==> config.mk <==
export PLATFORM = sky130hd
export DESIGN_NAME = tinyalu_top
export DESIGN_NICKNAME = d
export VERILOG_FILES = /design/src/rtl/tinyalu_pkg.sv /design/src/rtl/tinyalu_mult.sv /design/src/rtl/tinyalu_top.sv /design/src/rtl/tinyalu_ctrl.sv
export SDC_FILE = /design/constraint.sdc
export NUM_CORES = 1
export LEC_CHECK = 0
export CAP_MARGIN = 25
export CORE_MARGIN = 1.5
export CORE_UTILIZATION = 54
export DETAILED_ROUTE_END_ITERATION = 8
export GPL_TIMING_DRIVEN = 0
export PLACE_DENSITY_LB_ADDON = 0.3
export SYNTH_ARGS = -nofsm -noshare
export SYNTH_HDL_FRONTEND = slang
export SYNTH_SLANG_ARGS = --single-unit
export TNS_END_PERCENT = 5
==> constraint.sdc <==
create_clock -name clk -period 4.2 [get_ports clk]
set_clock_uncertainty 0.05 [all_clocks]
set_input_delay 0.84 -clock clk [delete_from_list [all_inputs] [get_ports clk]]
set_output_delay 0.84 -clock clk [all_outputs]
set_load 0.02 [all_outputs]
==> src/rtl/tinyalu_pkg.sv <==
// Shared types and defaults for the TinyALU controller and its wrapper.
package tinyalu_pkg;

   typedef enum logic [2:0] {
      NOP = 3'd0,
      ADD = 3'd1,
      AND = 3'd2,
      XOR = 3'd3,
      MUL = 3'd4
   } op_t;

   typedef enum logic [1:0] {
      IDLE     = 2'd0,
      ALU      = 2'd1,
      MUL_WAIT = 2'd2
   } state_t;

   localparam int MULT_TIMEOUT_DEFAULT = 8;

endpackage

==> src/rtl/tinyalu_mult.sv <==
// Three-cycle 8x8 multiplier: done pulses on the third edge after start is first sampled.
module tinyalu_mult (
   input  logic        clk,
   input  logic        reset_n,
   input  logic        start,
   input  logic [7:0]  a,
   input  logic [7:0]  b,
   output logic        done,
   output logic [15:0] product
);

   logic [1:0] cnt;
   logic       active;

   always_ff @(posedge clk or negedge reset_n) begin
      if (!reset_n) begin
         cnt     <= 2'd0;
         active  <= 1'b0;
         done    <= 1'b0;
         product <= 16'd0;
      end else begin
         done <= 1'b0;
         if (active) begin
            if (cnt == 2'd3) begin
               active  <= 1'b0;
               done    <= 1'b1;
               product <= 16'(a) * 16'(b);
            end else begin
               cnt <= cnt + 2'd1;
            end
         end else if (start && !done) begin
            // start is still high on the edge that consumes done; do not relaunch then
            active <= 1'b1;
            cnt    <= 2'd1;
         end
      end
   end

endmodule

==> src/rtl/tinyalu_top.sv <==
// TinyALU wrapper: controller wired to the three-cycle multiplier.
module tinyalu_top
   import tinyalu_pkg::*;
#(
   parameter int MULT_TIMEOUT = MULT_TIMEOUT_DEFAULT
) (
   input  logic        clk,
   input  logic        reset_n,
   input  logic        start,
   input  logic [2:0]  op,
   input  logic [7:0]  A,
   input  logic [7:0]  B,
   output logic        done,
   output logic [15:0] result,
   output logic        busy,
   output logic        err
);

   logic [7:0]  mult_a;
   logic [7:0]  mult_b;
   logic        mult_start;
   logic        mult_done;
   logic [15:0] mult_result;

   tinyalu_ctrl #(.MULT_TIMEOUT(MULT_TIMEOUT)) u_ctrl (
      .clk         (clk),
      .reset_n     (reset_n),
      .start       (start),
      .op          (op),
      .A           (A),
      .B           (B),
      .done        (done),
      .result      (result),
      .busy        (busy),
      .err         (err),
      .mult_a      (mult_a),
      .mult_b      (mult_b),
      .mult_start  (mult_start),
      .mult_done   (mult_done),
      .mult_result (mult_result)
   );

   tinyalu_mult u_mult (
      .clk     (clk),
      .reset_n (reset_n),
      .start   (mult_start),
      .a       (mult_a),
      .b       (mult_b),
      .done    (mult_done),
      .product (mult_result)
   );

endmodule

==> src/rtl/tinyalu_ctrl.sv <==
// TinyALU controller: single-cycle ADD/AND/XOR, multiplier handshake with timeout.
module tinyalu_ctrl
   import tinyalu_pkg::*;
#(
   parameter int MULT_TIMEOUT = MULT_TIMEOUT_DEFAULT
) (
   input  logic        clk,
   input  logic        reset_n,
   input  logic        start,
   input  logic [2:0]  op,
   input  logic [7:0]  A,
   input  logic [7:0]  B,
   output logic        done,
   output logic [15:0] result,
   output logic        busy,
   output logic        err,
   output logic [7:0]  mult_a,
   output logic [7:0]  mult_b,
   output logic        mult_start,
   input  logic        mult_done,
   input  logic [15:0] mult_result
);

   localparam logic [3:0] TIMEOUT_LAST = 4'(MULT_TIMEOUT - 1);

   state_t      state;
   logic [2:0]  op_r;
   logic [7:0]  a_r;
   logic [7:0]  b_r;
   logic [3:0]  wait_cnt;

   assign mult_start = (state == MUL_WAIT);

   always_ff @(posedge clk or negedge reset_n) begin
      if (!reset_n) begin
         state    <= IDLE;
         done     <= 1'b0;
         busy     <= 1'b0;
         err      <= 1'b0;
         result   <= 16'd0;
         mult_a   <= 8'd0;
         mult_b   <= 8'd0;
         wait_cnt <= 4'd0;
         op_r     <= 3'd0;
         a_r      <= 8'd0;
         b_r      <= 8'd0;
      end else begin
         done <= 1'b0;
         case (state)
            IDLE: begin
               if (start) begin
                  op_r <= op;
                  a_r  <= A;
                  b_r  <= B;
                  busy <= 1'b1;
                  err  <= 1'b0;
                  if (op == MUL) begin
                     mult_a   <= A;
                     mult_b   <= B;
                     wait_cnt <= 4'd0;
                     state    <= MUL_WAIT;
                  end else begin
                     state <= ALU;
                  end
               end
            end
            ALU: begin
               done  <= 1'b1;
               busy  <= 1'b0;
               state <= IDLE;
               case (op_r)
                  NOP: ;
                  ADD: result <= {7'd0, 9'(a_r) + 9'(b_r)};
                  AND: result <= {8'd0, a_r & b_r};
                  XOR: result <= {8'd0, a_r ^ b_r};
                  default: begin
                     result <= 16'd0;
                     err    <= 1'b1;
                  end
               endcase
            end
            MUL_WAIT: begin
               wait_cnt <= wait_cnt + 4'd1;
               // a product arriving on the timeout edge still counts as success
               if (mult_done) begin
                  result <= mult_result;
                  done   <= 1'b1;
                  busy   <= 1'b0;
                  state  <= IDLE;
               end else if (wait_cnt == TIMEOUT_LAST) begin
                  result <= 16'd0;
                  err    <= 1'b1;
                  done   <= 1'b1;
                  busy   <= 1'b0;
                  state  <= IDLE;
               end
            end
            default: state <= IDLE;
         endcase
      end
   end

endmodule

==> impl_metrics.py <==
metrics = {
    "final_layout": {
        "area_delta_synth_final_pct": 21.72,
        "seq_area_um2": 2019,
        "final_cells": 813,
        "fin_util": 0.6708,
        "fillerInstances": 850,
        "num_antenna_cells": 0,
        "final_nets": 779,
        "multi_input_area_um2": 3757,
        "post_route_cells_drive_above_1_share": 0.2363,
    },
    "place": {
        "place_inst": 766,
        "port_buffers": 39,
        "place.gp.congestion": 0.8594,
        "hpwlAfterDp_um": 9902,
    },
    "grt": {
        "track_usage": 0.2548,
        "antenna_found_initial": 0,
        "grt_pass1_vias": 4654,
        "grt_max_degree": 59,
        "grt_pass1_wl_um": 22800,
        "grt_overflow": 0,
    },
    "setup_path": {
        "end_kind": "flop",
        "crit_required_ps": 4390,
        "crit_chain": "buf_6 -> and2_1 -> fa_2 -> fa_1 -> inv_1 -> fa_2 -> fa_1 -> inv_1 -> ha_2 -> a21o_1 -> a21oi_4 -> a311oi_2 -> or3_1 -> a31o_2",
        "worstSetupPathType": "flop to flop",
        "critical-path-max-stage-delay_ps": 560,
        "arrival_ps": 4430,
        "worst-path-max-fanout": 5,
        "critPathLaunchType": "flop",
        "cp_slowest_cell": "fa_1",
    },
    "die": {
        "initial_core_util": 0.5511,
        "row_count": 38,
        "fp.dieW_um": 107.7,
        "die_height_um": 107.7,
        "die-area_um2": 11600,
        "coreArea_um2": 10750,
        "ios": 41,
    },
    "timing": {
        "fin_crit_sh": 1.009,
        "whs_ps": 331.0,
        "worst_pin_slew_ps": 757.8,
        "setup_viol": 3,
        "hold_viol": 0,
        "rsz0062_at_grt": "true",
        "fmax_ghz": 0.2360,
        "fin_crit_ps": 4238,
        "setup-tns-final_ps": -92.10,
        "relSlewSlack": 0.4884,
        "setup_ws_ps": -37.92,
        "maxSlewViolCount": 0,
    },
    "job": {
        "timing.max_cap.violations": 0,
    },
    "clock_network": {
        "cts_buffers": 9,
        "tritoncts": "yes",
        "clock_path_buffers": 2,
        "clock_latency_ps": 360,
        "h-tree-depth": 3,
        "root_buffer": "clkbuf_8",
        "cts_sinks": 80,
        "clk_pin_slew_ps": 90,
        "cts-hold-fix-buffers": 0,
    },
    "min_path": {
        "hp-class": "primary input to asynchronous set/reset pin",
    },
    "synthesis": {
        "ys_top_cells_by_count": "dfrtp_1 (80), nand2_1 (78), inv_1 (62)",
        "yosysMostFrequentCell": "dfrtp_1",
        "synth_edf_count": 0,
        "syn_area_um2": 5922,
        "synth_area_leader_cell": "dfrtp_1",
        "synthArstFlopShare": 1.000,
        "syn_avg_cell_area_um2": 10.11,
        "yosys_most_used_dff": "dfrtp_1",
        "synth_top_area_frac": 0.3381,
        "post_synth_inst_count": 586,
        "syn-num-nets": 695,
        "yosys.cell_types.count": 59,
        "ys_ff_latch": 80,
        "synth.area.top_cells": "dfrtp_1 (34%), fa_1 (13%), ha_1 (11%), mux2_2 (7.8%), nand2_1 (4.9%)",
        "ys_warn_count": 0,
        "ys_seq_area_frac": 0.3381,
    },
    "routing": {
        "post_drt_wl_per_cell_um": 17.32,
        "drt_wl_total_um": 14080,
        "drc": 0,
        "first_pass_iters": 5,
        "vias": 4594,
        "ant_nets": 0,
        "drt_iter0_drc": 314,
        "viasPerCell": 5.651,
    },
    "status": {
        "violations": "setup timing",
        "outcome": "finished with violations",
    },
}
[area by class of cell]
type | instances | area share
sequential | 80 | 0.2802
clock inverter | 3 | 0.01250
clock buffer | 11 | 0.02100
inverter | 63 | 0.03281
multi-input combinational | 428 | 0.5213
timing repair buffer | 73 | 0.09616
buffer | 15 | 0.01180
tap | 140 | 0.02430
[layout by cell type (no fill, tap or decap), types with 3 or more instances in the layout]
cell | Yosys | layout
nand2_1 | 78 | 77
dfrtp_1 | 80 | 66
inv_1 | 62 | 56
ha_1 | 50 | 45
and2_1 | 46 | 42
mux2_2 | 41 | 41
clkdlybuf4s50_1 | 0 | 38
fa_1 | 37 | 30
buf_4 | 1 | 27
o21ai_0 | 29 | 27
a21oi_1 | 18 | 16
dfrtp_2 | 0 | 14
nor2_1 | 13 | 13
clkbuf_8 | 0 | 11
nand2b_1 | 10 | 10
buf_6 | 2 | 10
buf_2 | 8 | 8
a21o_1 | 8 | 8
nor2b_1 | 8 | 7
a22o_1 | 7 | 7
fa_2 | 0 | 7
inv_2 | 0 | 6
o21a_1 | 6 | 6
a22oi_1 | 5 | 5
xnor2_1 | 5 | 5
and2_4 | 0 | 4
clkbuf_1 | 4 | 4
o31ai_1 | 4 | 4
nand3_1 | 4 | 4
o21bai_1 | 3 | 3
a211o_1 | 3 | 3
nand4_1 | 3 | 3
mux2i_1 | 3 | 3
o21ai_1 | 2 | 3
a211oi_2 | 0 | 3
ha_4 | 0 | 3
bufinv_16 | 0 | 3
[worst paths after layout]
kind                              startpoint                 end  slack [ps]  depth (start not counted)
hold / removal                       reset_n     u_ctrl.state[0]         330                          1
hold reg to reg            u_ctrl.result[10]   u_ctrl.result[10]         430                          2
min in group clk           u_ctrl.result[10]   u_ctrl.result[10]         430                          2
max in group asynchronous            reset_n    u_ctrl.mult_b[7]        3150                          2
setup / recovery            u_ctrl.mult_a[3]  u_mult.product[13]         -40                         14
setup reg to reg            u_ctrl.mult_a[3]  u_mult.product[13]         -40                         14
[kinds of logic (layout without fill, tap and decap cells)]
logic type,count (synthesis),count (layout),share of synthesized area
AND/OR/NAND/NOR,179,179,0.1540
AO/OA/AOI/OAI,111,111,0.1295
adder cells (fa/ha/maj),87,87,0.2307
flip-flops,80,80,0.3381
buffers and inverters,78,165,0.05430
multiplexers,44,44,0.08303
XOR/XNOR,7,7,0.01035
[registers in the layout, indices dropped and copies added (netlist names)]
name,count
u_mult.cnt,2
u_mult.done,1
u_ctrl.mult_b,8
u_mult.product,16
u_ctrl.b_r,8
u_ctrl.result,16
u_ctrl.op_r,3
u_ctrl.state,2
u_ctrl.a_r,8
u_ctrl.done,1
u_ctrl.err,1
u_mult.active,1
u_ctrl.wait_cnt,4
u_ctrl.mult_a,8
u_ctrl.busy,1
[layer usage]
layer / vias to the layer above / share of wire / global-route usage
met5: - / 0 / 0
met4: 0 / 0.015 / 0.06391
met3: 19 / 0.051 / 0.04843
met2: 150 / 0.49 / 0.4181
met1: 2269 / 0.45 / 0.3494
li1: 2156 / - / -
[per-stage QoR]
step | instance area [µm²] | setup WS, ps
floorplan | 5934 | 5.435
global placement | 6500 | -470.6
detailed placement | 6525 | -291.6
CTS | 7124 | -7.359
global route | 7208 | -179.4
finish | 7208 | -37.92
[worst max-delay path, delay by kind of cell, from the launching register on]
kind	cells	cell delay, ps
DFF	1	480
AOI/OAI and AO/OA	4	800
adders and majority gates	5	2050
buffers and inverters	3	270
and+or+nand+nor	2	490
[repair_timing]
action | 4_1_cts | 5_1_grt
endpoints found under the setup margin | 7 | 7
pin swaps | 26 | 14
endpoints found under the hold margin | 0 | 0
gates resized for setup | 45 | 16
setup buffers | 30 | 3
Power is left out: the tool's default activity adds up to more than one toggle a clock period on the data nets, which glitch-free logic cannot reach.
